[src/rtl/blink_period_meter.sv]
// Measures period and high time of an external square wave on BLINK, in OSCIN cycles,
// and flags loss of signal. Optional deglitch filter selected by macro DEGLITCH_EN.
module blink_period_meter #(
    parameter int CNT_W    = 28,
    parameter int TIMEOUT  = 134217728,
    parameter int FILT_CYC = 4
) (
    input  logic             OSCIN,
    input  logic             RSTN,
    input  logic             BLINK,
    output logic [CNT_W-1:0] PERIOD,
    output logic [CNT_W-1:0] HIGH_CYC,
    output logic             VALID,
    output logic             ACTIVE,
    output logic             LOST,
    output logic             LED
);

    if ((TIMEOUT < 2) || (longint'(TIMEOUT) >= (longint'(1) << CNT_W)) || (FILT_CYC < 1)) begin : g_bad_cfg
        $error("blink_period_meter: TIMEOUT must satisfy 2 <= TIMEOUT < 2**CNT_W, FILT_CYC >= 1");
    end

    localparam logic [CNT_W-1:0] TIMEOUT_V = CNT_W'(TIMEOUT);
    localparam logic [CNT_W-1:0] CNT_ZERO  = {CNT_W{1'b0}};
    localparam logic [CNT_W-1:0] CNT_ONE   = {{(CNT_W-1){1'b0}}, 1'b1};

    typedef enum logic [0:0] {
        IDLE    = 1'b0,
        MEASURE = 1'b1
    } state_t;

    state_t           state_r;
    state_t           state_nxt;
    logic             sync1_r;
    logic             sync2_r;
    logic             lvl_s;
    logic             lvl_d_r;
    logic             rise_s;
    logic             fall_s;
    logic             timeout_s;
    logic [CNT_W-1:0] cnt_r;
    logic [CNT_W-1:0] hcnt_r;
    logic [CNT_W-1:0] hhold_r;
    logic [CNT_W-1:0] period_r;
    logic [CNT_W-1:0] high_r;
    logic             fall_seen_r;
    logic             valid_r;
    logic             active_r;
    logic             lost_r;

    // Two-flop synchronizer for the asynchronous pin, then the delayed copy for edge detection
    always_ff @(posedge OSCIN or negedge RSTN) begin
        if (!RSTN) begin
            sync1_r <= 1'b0;
            sync2_r <= 1'b0;
            lvl_d_r <= 1'b0;
        end else begin
            sync1_r <= BLINK;
            sync2_r <= sync1_r;
            lvl_d_r <= lvl_s;
        end
    end

`ifdef DEGLITCH_EN
    localparam int FW = $clog2(FILT_CYC + 1);

    logic [FW-1:0] fcnt_r;
    logic          filt_r;

    // Filtered level follows the synchronized input only after FILT_CYC consecutive disagreeing cycles
    always_ff @(posedge OSCIN or negedge RSTN) begin
        if (!RSTN) begin
            fcnt_r <= {FW{1'b0}};
            filt_r <= 1'b0;
        end else if (sync2_r != filt_r) begin
            if (fcnt_r == FW'(FILT_CYC - 1)) begin
                fcnt_r <= {FW{1'b0}};
                filt_r <= sync2_r;
            end else begin
                fcnt_r <= fcnt_r + {{(FW-1){1'b0}}, 1'b1};
            end
        end else begin
            fcnt_r <= {FW{1'b0}};
        end
    end

    assign lvl_s = filt_r;
`else
    assign lvl_s = sync2_r;
`endif

    assign rise_s    = lvl_s & ~lvl_d_r;
    assign fall_s    = ~lvl_s & lvl_d_r;
    assign timeout_s = (state_r == MEASURE) && (cnt_r == TIMEOUT_V);

    // State register
    always_ff @(posedge OSCIN or negedge RSTN) begin
        if (!RSTN) begin
            state_r <= IDLE;
        end else begin
            state_r <= state_nxt;
        end
    end

    // Next state: a rise always keeps or enters MEASURE, so it beats a same-cycle timeout
    always_comb begin
        state_nxt = state_r;
        case (state_r)
            IDLE: begin
                if (rise_s) begin
                    state_nxt = MEASURE;
                end else begin
                    state_nxt = IDLE;
                end
            end
            MEASURE: begin
                if (rise_s) begin
                    state_nxt = MEASURE;
                end else if (timeout_s) begin
                    state_nxt = IDLE;
                end else begin
                    state_nxt = MEASURE;
                end
            end
            default: begin
                state_nxt = IDLE;
            end
        endcase
    end

    // Period/high-time counters and registered results
    always_ff @(posedge OSCIN or negedge RSTN) begin
        if (!RSTN) begin
            cnt_r       <= CNT_ZERO;
            hcnt_r      <= CNT_ZERO;
            hhold_r     <= CNT_ZERO;
            period_r    <= CNT_ZERO;
            high_r      <= CNT_ZERO;
            fall_seen_r <= 1'b0;
            valid_r     <= 1'b0;
            active_r    <= 1'b0;
            lost_r      <= 1'b0;
        end else begin
            valid_r  <= 1'b0;
            active_r <= (state_nxt == MEASURE);
            if (state_r == IDLE) begin
                fall_seen_r <= 1'b0;
                if (rise_s) begin
                    cnt_r  <= CNT_ONE;
                    hcnt_r <= CNT_ONE;
                end else begin
                    cnt_r  <= CNT_ZERO;
                    hcnt_r <= CNT_ZERO;
                end
            end else if (rise_s) begin
                period_r    <= cnt_r;
                // No fall since the last rise means the whole period looked high
                high_r      <= fall_seen_r ? hhold_r : cnt_r;
                valid_r     <= 1'b1;
                lost_r      <= 1'b0;
                cnt_r       <= CNT_ONE;
                hcnt_r      <= CNT_ONE;
                fall_seen_r <= 1'b0;
            end else if (timeout_s) begin
                lost_r      <= 1'b1;
                cnt_r       <= CNT_ZERO;
                hcnt_r      <= CNT_ZERO;
                fall_seen_r <= 1'b0;
            end else begin
                cnt_r <= cnt_r + CNT_ONE;
                if (fall_s) begin
                    hhold_r     <= hcnt_r;
                    fall_seen_r <= 1'b1;
                end else if (lvl_d_r) begin
                    hcnt_r <= hcnt_r + CNT_ONE;
                end else begin
                    hcnt_r <= hcnt_r;
                end
            end
        end
    end

    assign PERIOD   = period_r;
    assign HIGH_CYC = high_r;
    assign VALID    = valid_r;
    assign ACTIVE   = active_r;
    assign LOST     = lost_r;
    assign LED      = lvl_d_r;

endmodule

[config.mk]
export PLATFORM = sky130hd
export DESIGN_NAME = blink_period_meter
export DESIGN_NICKNAME = d
export VERILOG_FILES = /design/src/rtl/blink_period_meter.sv
export SDC_FILE = /design/constraint.sdc
export NUM_CORES = 1
export LEC_CHECK = 0
export BUFFER_PORTS_ARGS = -buffer_cell sky130_fd_sc_hd__buf_2
export CAP_MARGIN = 40
export CELL_PAD_IN_SITES_DETAIL_PLACEMENT = 1
export CELL_PAD_IN_SITES_GLOBAL_PLACEMENT = 2
export CORE_MARGIN = 3
export CORE_UTILIZATION = 31
export CTS_CLUSTER_SIZE = 16
export DETAILED_ROUTE_END_ITERATION = 8
export PLACE_DENSITY_LB_ADDON = 0.1
export SLEW_MARGIN = 20
export SYNTH_ARGS = -nofsm -noshare
export SYNTH_HDL_FRONTEND = slang
export SYNTH_SLANG_ARGS = --single-unit
[constraint.sdc]
create_clock -name OSCIN -period 2 [get_ports OSCIN]
set_clock_uncertainty 0.05 [all_clocks]
set_input_delay 0 -clock OSCIN [delete_from_list [all_inputs] [get_ports OSCIN]]
set_output_delay 0 -clock OSCIN [all_outputs]
set_load 0.02 [all_outputs]
Word level (Yosys, flattened, before mapping)

Cells that the tools add are included.

Register bits: 147
Logic and storage cells: 52
Output and inout port bits: 60

Muxes and demuxes: 21
Add/subtract/negate cells: 2
Eq/ne operators: 4
Bitwise operators: 7
Reduce and logical (&&, ||, !) cells: 6

Operator list:

| operator                                                         | number |
|---|---|
| 28-bit two-way mux                                               | 9 |
| 28-bit by 1-bit adder with 28-bit output (second input constant) | 2 |
| 28-bit equality test (second input constant)                     | 1 |
| 4-bit != test (second input constant)                            | 3 |
| 1-bit two-way mux                                                | 11 |
| 2-bit AND reduction                                              | 3 |
| 1-bit NOT                                                        | 5 |
| 4-bit AND reduction                                              | 1 |
| 1-bit bitwise AND                                                | 2 |
| 1-bit one-hot mux with 2 select lines                            | 1 |
| 2-bit nonzero test                                               | 1 |
| 1-bit logical AND                                                | 1 |

Longest topological paths before layout

Word-level depth: 6
Mapped depth: 9

Least setup slack after synthesis

Ideal clock, no wire load.

Path type: reg2reg
From: register cnt_r[0]
To: register hhold_r[10]
Stages on the path, launching flop included: 10
Library setup time: 0.125 ns
Required time: 1.825 ns
Setup slack: -0.095 ns
Arrival time: 1.919 ns
Cells stage by stage: dfrtp_1 inv_1 ha_1 nor4b_1 nand4_1 o21ai_2 or3b_1 buf_6 buf_8 mux2_4

Cells in the longest elaborated chain, start to end: 4

RTL lines:

| element                              | line | RTL |
|---|---|---|
| from (decl)                          | 41   | `logic [CNT_W-1:0] cnt_r;` |
| from (signal assigned)               | 170  | `cnt_r <= cnt_r + CNT_ONE;` |
| 28-bit equality test                 | 94   | `assign timeout_s = (state_r == MEASURE) && (cnt_r == TIMEOUT_V);` |
| 1-bit logical AND                    | 94   |  |
| 1-bit NOT (no source line)           | -    |  |
| 4-bit AND reduction (no source line) | -    |  |
| to (signal assigned)                 | 172  | `hhold_r <= hcnt_r;` |
| to (decl)                            | 43   | `logic [CNT_W-1:0] hhold_r;` |

No other way between the ends.
A chain may end at the register's enable or synchronous reset.

Worst setup path in the final report

From: register cnt_r[16]
To: register cnt_r[18]

Cells in the longest elaborated chain, start to end: 5

RTL lines:

| element                                                                          | line | RTL |
|---|---|---|
| branches (longest 2 deep; another with 28-bit by 1-bit adder with 28-bit output) | -    |  |
| 28-bit two-way mux (*)                                                           | 164  | `end else if (timeout_s) begin` |
| 28-bit two-way mux (*)                                                           | 155  | `end else if (rise_s) begin` |
| 28-bit two-way mux (*)                                                           | 146  | `if (state_r == IDLE) begin` |

Mark *: on every way between the ends.

==> key figures <==
Outcome
  • Status: complete, but fails checks
  • Failing checks: negative setup slack

Global route
  • Antenna violations before repair: 0
  • Routing usage on met2: 27.2%
  • Number of global-route vias before repair: 5598
  • Most Used Layer, Global Route: met2
  • Largest net degree at the start of global routing: 57
  • Met3 usage: 2.72%
  • First-pass GRT wire length: 32.4 mm
  • Met1 usage: 24.2%
  • GRT Residual Overflow: 0
  • Total GRT Usage: 17.1%

STA
  • Unrepaired setup endpoints after global routing: true
  • Final setup viols: 56
  • Final hold viol count: 0
  • Tmin final: 2110 ps
  • Max Slew Vio Count: 0
  • Worst-Margin Slew: 507 ps
  • Slew HR: 66.2%
  • Tcrit/Tclk final: 105%
  • Final setup margin: -110 ps
  • Max Clk Rate: 474 MHz

Critical path
  • Capturing point of the worst reg2reg path: cnt_r[18]$_DFF_PN0_
  • Crit path required time: 2260 ps
  • Setup slack, reg-to-reg: -110 ps
  • CP endpoint kind: register
  • Worst-path maximum fanout: 7
  • Worst setup path startpoint: cnt_r[16]$_DFF_PN0_
  • Worst Setup Path Type: reg -> reg
  • Crit path DAT: 2370 ps
  • Crit path to: cnt_r[18]$_DFF_PN0_
  • Crit start category: register
  • Reg2reg start: cnt_r[16]$_DFF_PN0_
  • Worst r2r path cells: 9

Logic synthesis
  • Synth Area per Inst: 10.8 µm²
  • Yosys warns: 0
  • Sequential area share after synthesis: 53.1%
  • Post-synth EDFFs: 0
  • Top FF cell, synth: dfrtp_1
  • Syn Std Cell Area: 6930 µm²
  • Syn Nets: 645
  • Mapped Cells: 639
  • FF+latch count, synth: 147
  • Number of distinct library cells after synthesis: 45
  • Async S/R FF share, synth: 100%

Power and ir drop
  • Reg power frac: 40.6%
  • Pwr dens: 869 nW/µm²
  • Internal: 6.03 mW
  • Combinational Power Share: 16.7%
  • Sw Ratio: 27.0%
  • LEAKAGE: 4.31 nW
  • Clock share of power: 42.7%
  • Sw power: 2.23 mW
  • Max rail drop VDD: 461 µV
  • Power consumption: 8.25 mW

Layout
  • Antenna Cells: 0
  • Share of layout cells above drive strength 1: 40.0%
  • Layout filler cell count: 2391
  • Non-filler cells, final: 1075
  • Nets: 788
  • Area Growth Syn to Fin: 37.0%

Routing
  • Vias per inst: 4.95
  • Final wirelength: 20.8 mm
  • Initial DRC Count: 176
  • Routed length per instance: 19.4 µm
  • # DRC: 0
  • Pre-antenna DRT Iters: 6
  • Vias: 5324
  • Antenna Nets Post-Route: 0

Hold path
  • Hold WC Path Type: in -> async

Die
  • Core box area: 21900 µm²
  • Die X: 156 µm
  • Num rows: 54
  • IO Pins: 63
  • Die area: 24200 µm²
  • Starting Density: 31.7%
  • Die height: 156 µm

Clock tree
  • CTS tree: yes
  • Reg clk slew, reported paths: 60 ps
  • CTS buffer count: 17
  • H-tree levels: 4
  • Maximum clock path buffer count: 2
  • Sink Count: 147
  • Clock root buffer: clkbuf_16
  • Worst-Skew Late Latency: 420 ps

Placement
  • Placed cell count: 1028
  • Post-DP HPWL: 13.9 mm
  • GPL Wtd Cong: 0.777
  • IO Port Bufs: 62

Run
  • Max-cap violations: 0
[per-layer routing]
metal	part of all wire [%]	routed length (µm)
met3	2.1	433
met2	49	10100
met5	0	0
met1	48	10000
met4	1.1	231
[how the worst min path moves through the flow]
stage | start | to | slack [ps] | cells past startpoint
floorplan | RSTN | ACTIVE$_DFF_PN0_ | -350 | 0
global placement | RSTN | cnt_r[7]$_DFF_PN0_ | -80 | 1
detailed placement | RSTN | PERIOD[2]$_DFFE_PN0P_ | -70 | 1
CTS | RSTN | PERIOD[3]$_DFFE_PN0P_ | 50 | 2
global route | RSTN | PERIOD[3]$_DFFE_PN0P_ | 80 | 2
finish | RSTN | PERIOD[3]$_DFFE_PN0P_ | 50 | 2
[cells in the mapped netlist (2+ instances only)]
cell / number / area (µm²)
o211ai_1: 7 / 52.6
nor2b_1: 12 / 75.1
nor3_1: 12 / 60.1
a21oi_1: 49 / 245
buf_2: 12 / 60.1
buf_8: 2 / 30.0
a31oi_1: 13 / 81.3
nor4_1: 9 / 56.3
nand2b_1: 22 / 138
xor2_1: 6 / 52.6
and3_1: 6 / 37.5
clkbuf_1: 20 / 75.1
nand2_1: 30 / 113
xnor2_1: 20 / 175
buf_1: 4 / 15.0
o21ai_0: 8 / 40.0
o31ai_1: 2 / 15.0
nand3_1: 22 / 110
mux2_4: 20 / 300
mux2i_1: 31 / 310
and2_1: 2 / 12.5
inv_1: 10 / 37.5
clkbuf_2: 2 / 10.0
nor2_1: 86 / 323
dfrtp_1: 147 / 3680
ha_1: 3 / 37.5
nand3b_1: 3 / 22.5
or4_1: 6 / 45.0
nand4_1: 11 / 68.8
and4_1: 9 / 78.8
mux2_2: 39 / 439
[power groups by stage]
stage	combinational (mW)	sequential [mW]	clock [mW]
after floorplan	0.531	3.53	0
after global placement	1.20	3.39	0
after detailed placement	1.23	3.41	0
after CTS	1.26	3.35	3.61
after global routing	1.50	3.39	3.75
final	1.38	3.35	3.52
[through the flow]
step	hold slack, ps	setup TNS, ps	utilization (%)	setup WS, ps	area (µm²)
5_1_grt	80.8	-11880	43.4	-209	9490
3_5_place_dp	-72.0	-25330	37.2	-441	8150
6_report	47.9	-4590	43.4	-110	9490
4_1_cts	52.8	-3460	40.6	-151	8880
2_1_floorplan	-346	-1330	-	-66.4	6940
3_3_place_gp	-76.2	-22430	37.2	-396	8150
[state kept, by name (all words and copies together) (netlist names), 28 cells and up]
| name | cells |
|---|---|
| HIGH_CYC | 28 |
| PERIOD | 28 |
| cnt_r | 28 |
| hcnt_r | 28 |
| hhold_r | 28 |
[area by class of cell]
cell class                      count  area (µm²)  share of cell area (%)
Clock buffer                       19         433                    4.56
Clock inverter                     13         208                    2.19
Inverter                           10        37.5                   0.395
Multi-Input combinational cell    440        3470                    36.5
Sequential cell                   147        3680                    38.7
Tap cell                          280         350                    3.69
Timing Repair Buffer              166        1320                    13.9
[placed cells by master (no fill, tap or decap), types with 3 or more instances in the layout]
cell and instances:
a21oi_2 7, nor2_1 50, and4_1 8, nor2_4 33, nand3b_1 3, a31oi_1 9, mux2i_1 31, buf_2 61
a31oi_4 3, nor4_1 8, mux2_4 28, mux2_2 31, or4_1 6, nand4_1 11, nor2_2 3, buf_4 86
bufinv_16 5, nor2b_1 12, nand2b_1 21, a21oi_1 39, nor3_1 10, clkbuf_16 21, o211ai_1 7, xor2_1 6
and3_1 6, o21ai_2 3, nand3_1 22, nand2_1 29, inv_1 10, dfrtp_1 147, clkinvlp_4 4, o21ai_0 6
xnor2_1 20, a21oi_4 3, buf_12 7
[what timing repair did]
| item | 4_1_cts | 5_1_grt |
|---|---|---|
| endpoints found under the hold margin | 148 | 0 |
| pin swaps | 0 | 36 |
| cloned | 1 | 5 |
| setup endpoints to repair | 87 | 85 |
| gates resized for setup | 12 | 110 |
| hold buffers | 2 | 0 |
| setup buffers | 0 | 7 |
[worst max-delay path, stage by stage (launching register included)]
cell and delay (ps):
dfrtp_1 410, nor4_4 350, buf_4 170, nand4_1 130, o21ai_2 200, buf_4 140
buf_8 90, nand2b_4 200, clkbuf_16 220, nor2_2 50
[kinds of logic (layout without fill, tap and decap cells)]
logic type	Yosys count	in the layout	share of synthesized area, %
and+or+nand+nor	236	236	17.4
adders and majority gates	3	3	0.542
xor gates and xnor gates	26	26	3.29
buffers and inverters	52	208	3.56
DFF	147	147	53.1
AOI/OAI and AO/OA	85	85	7.04
muxes	90	90	15.1
Note: power is estimated with default switching activity, not from simulation.
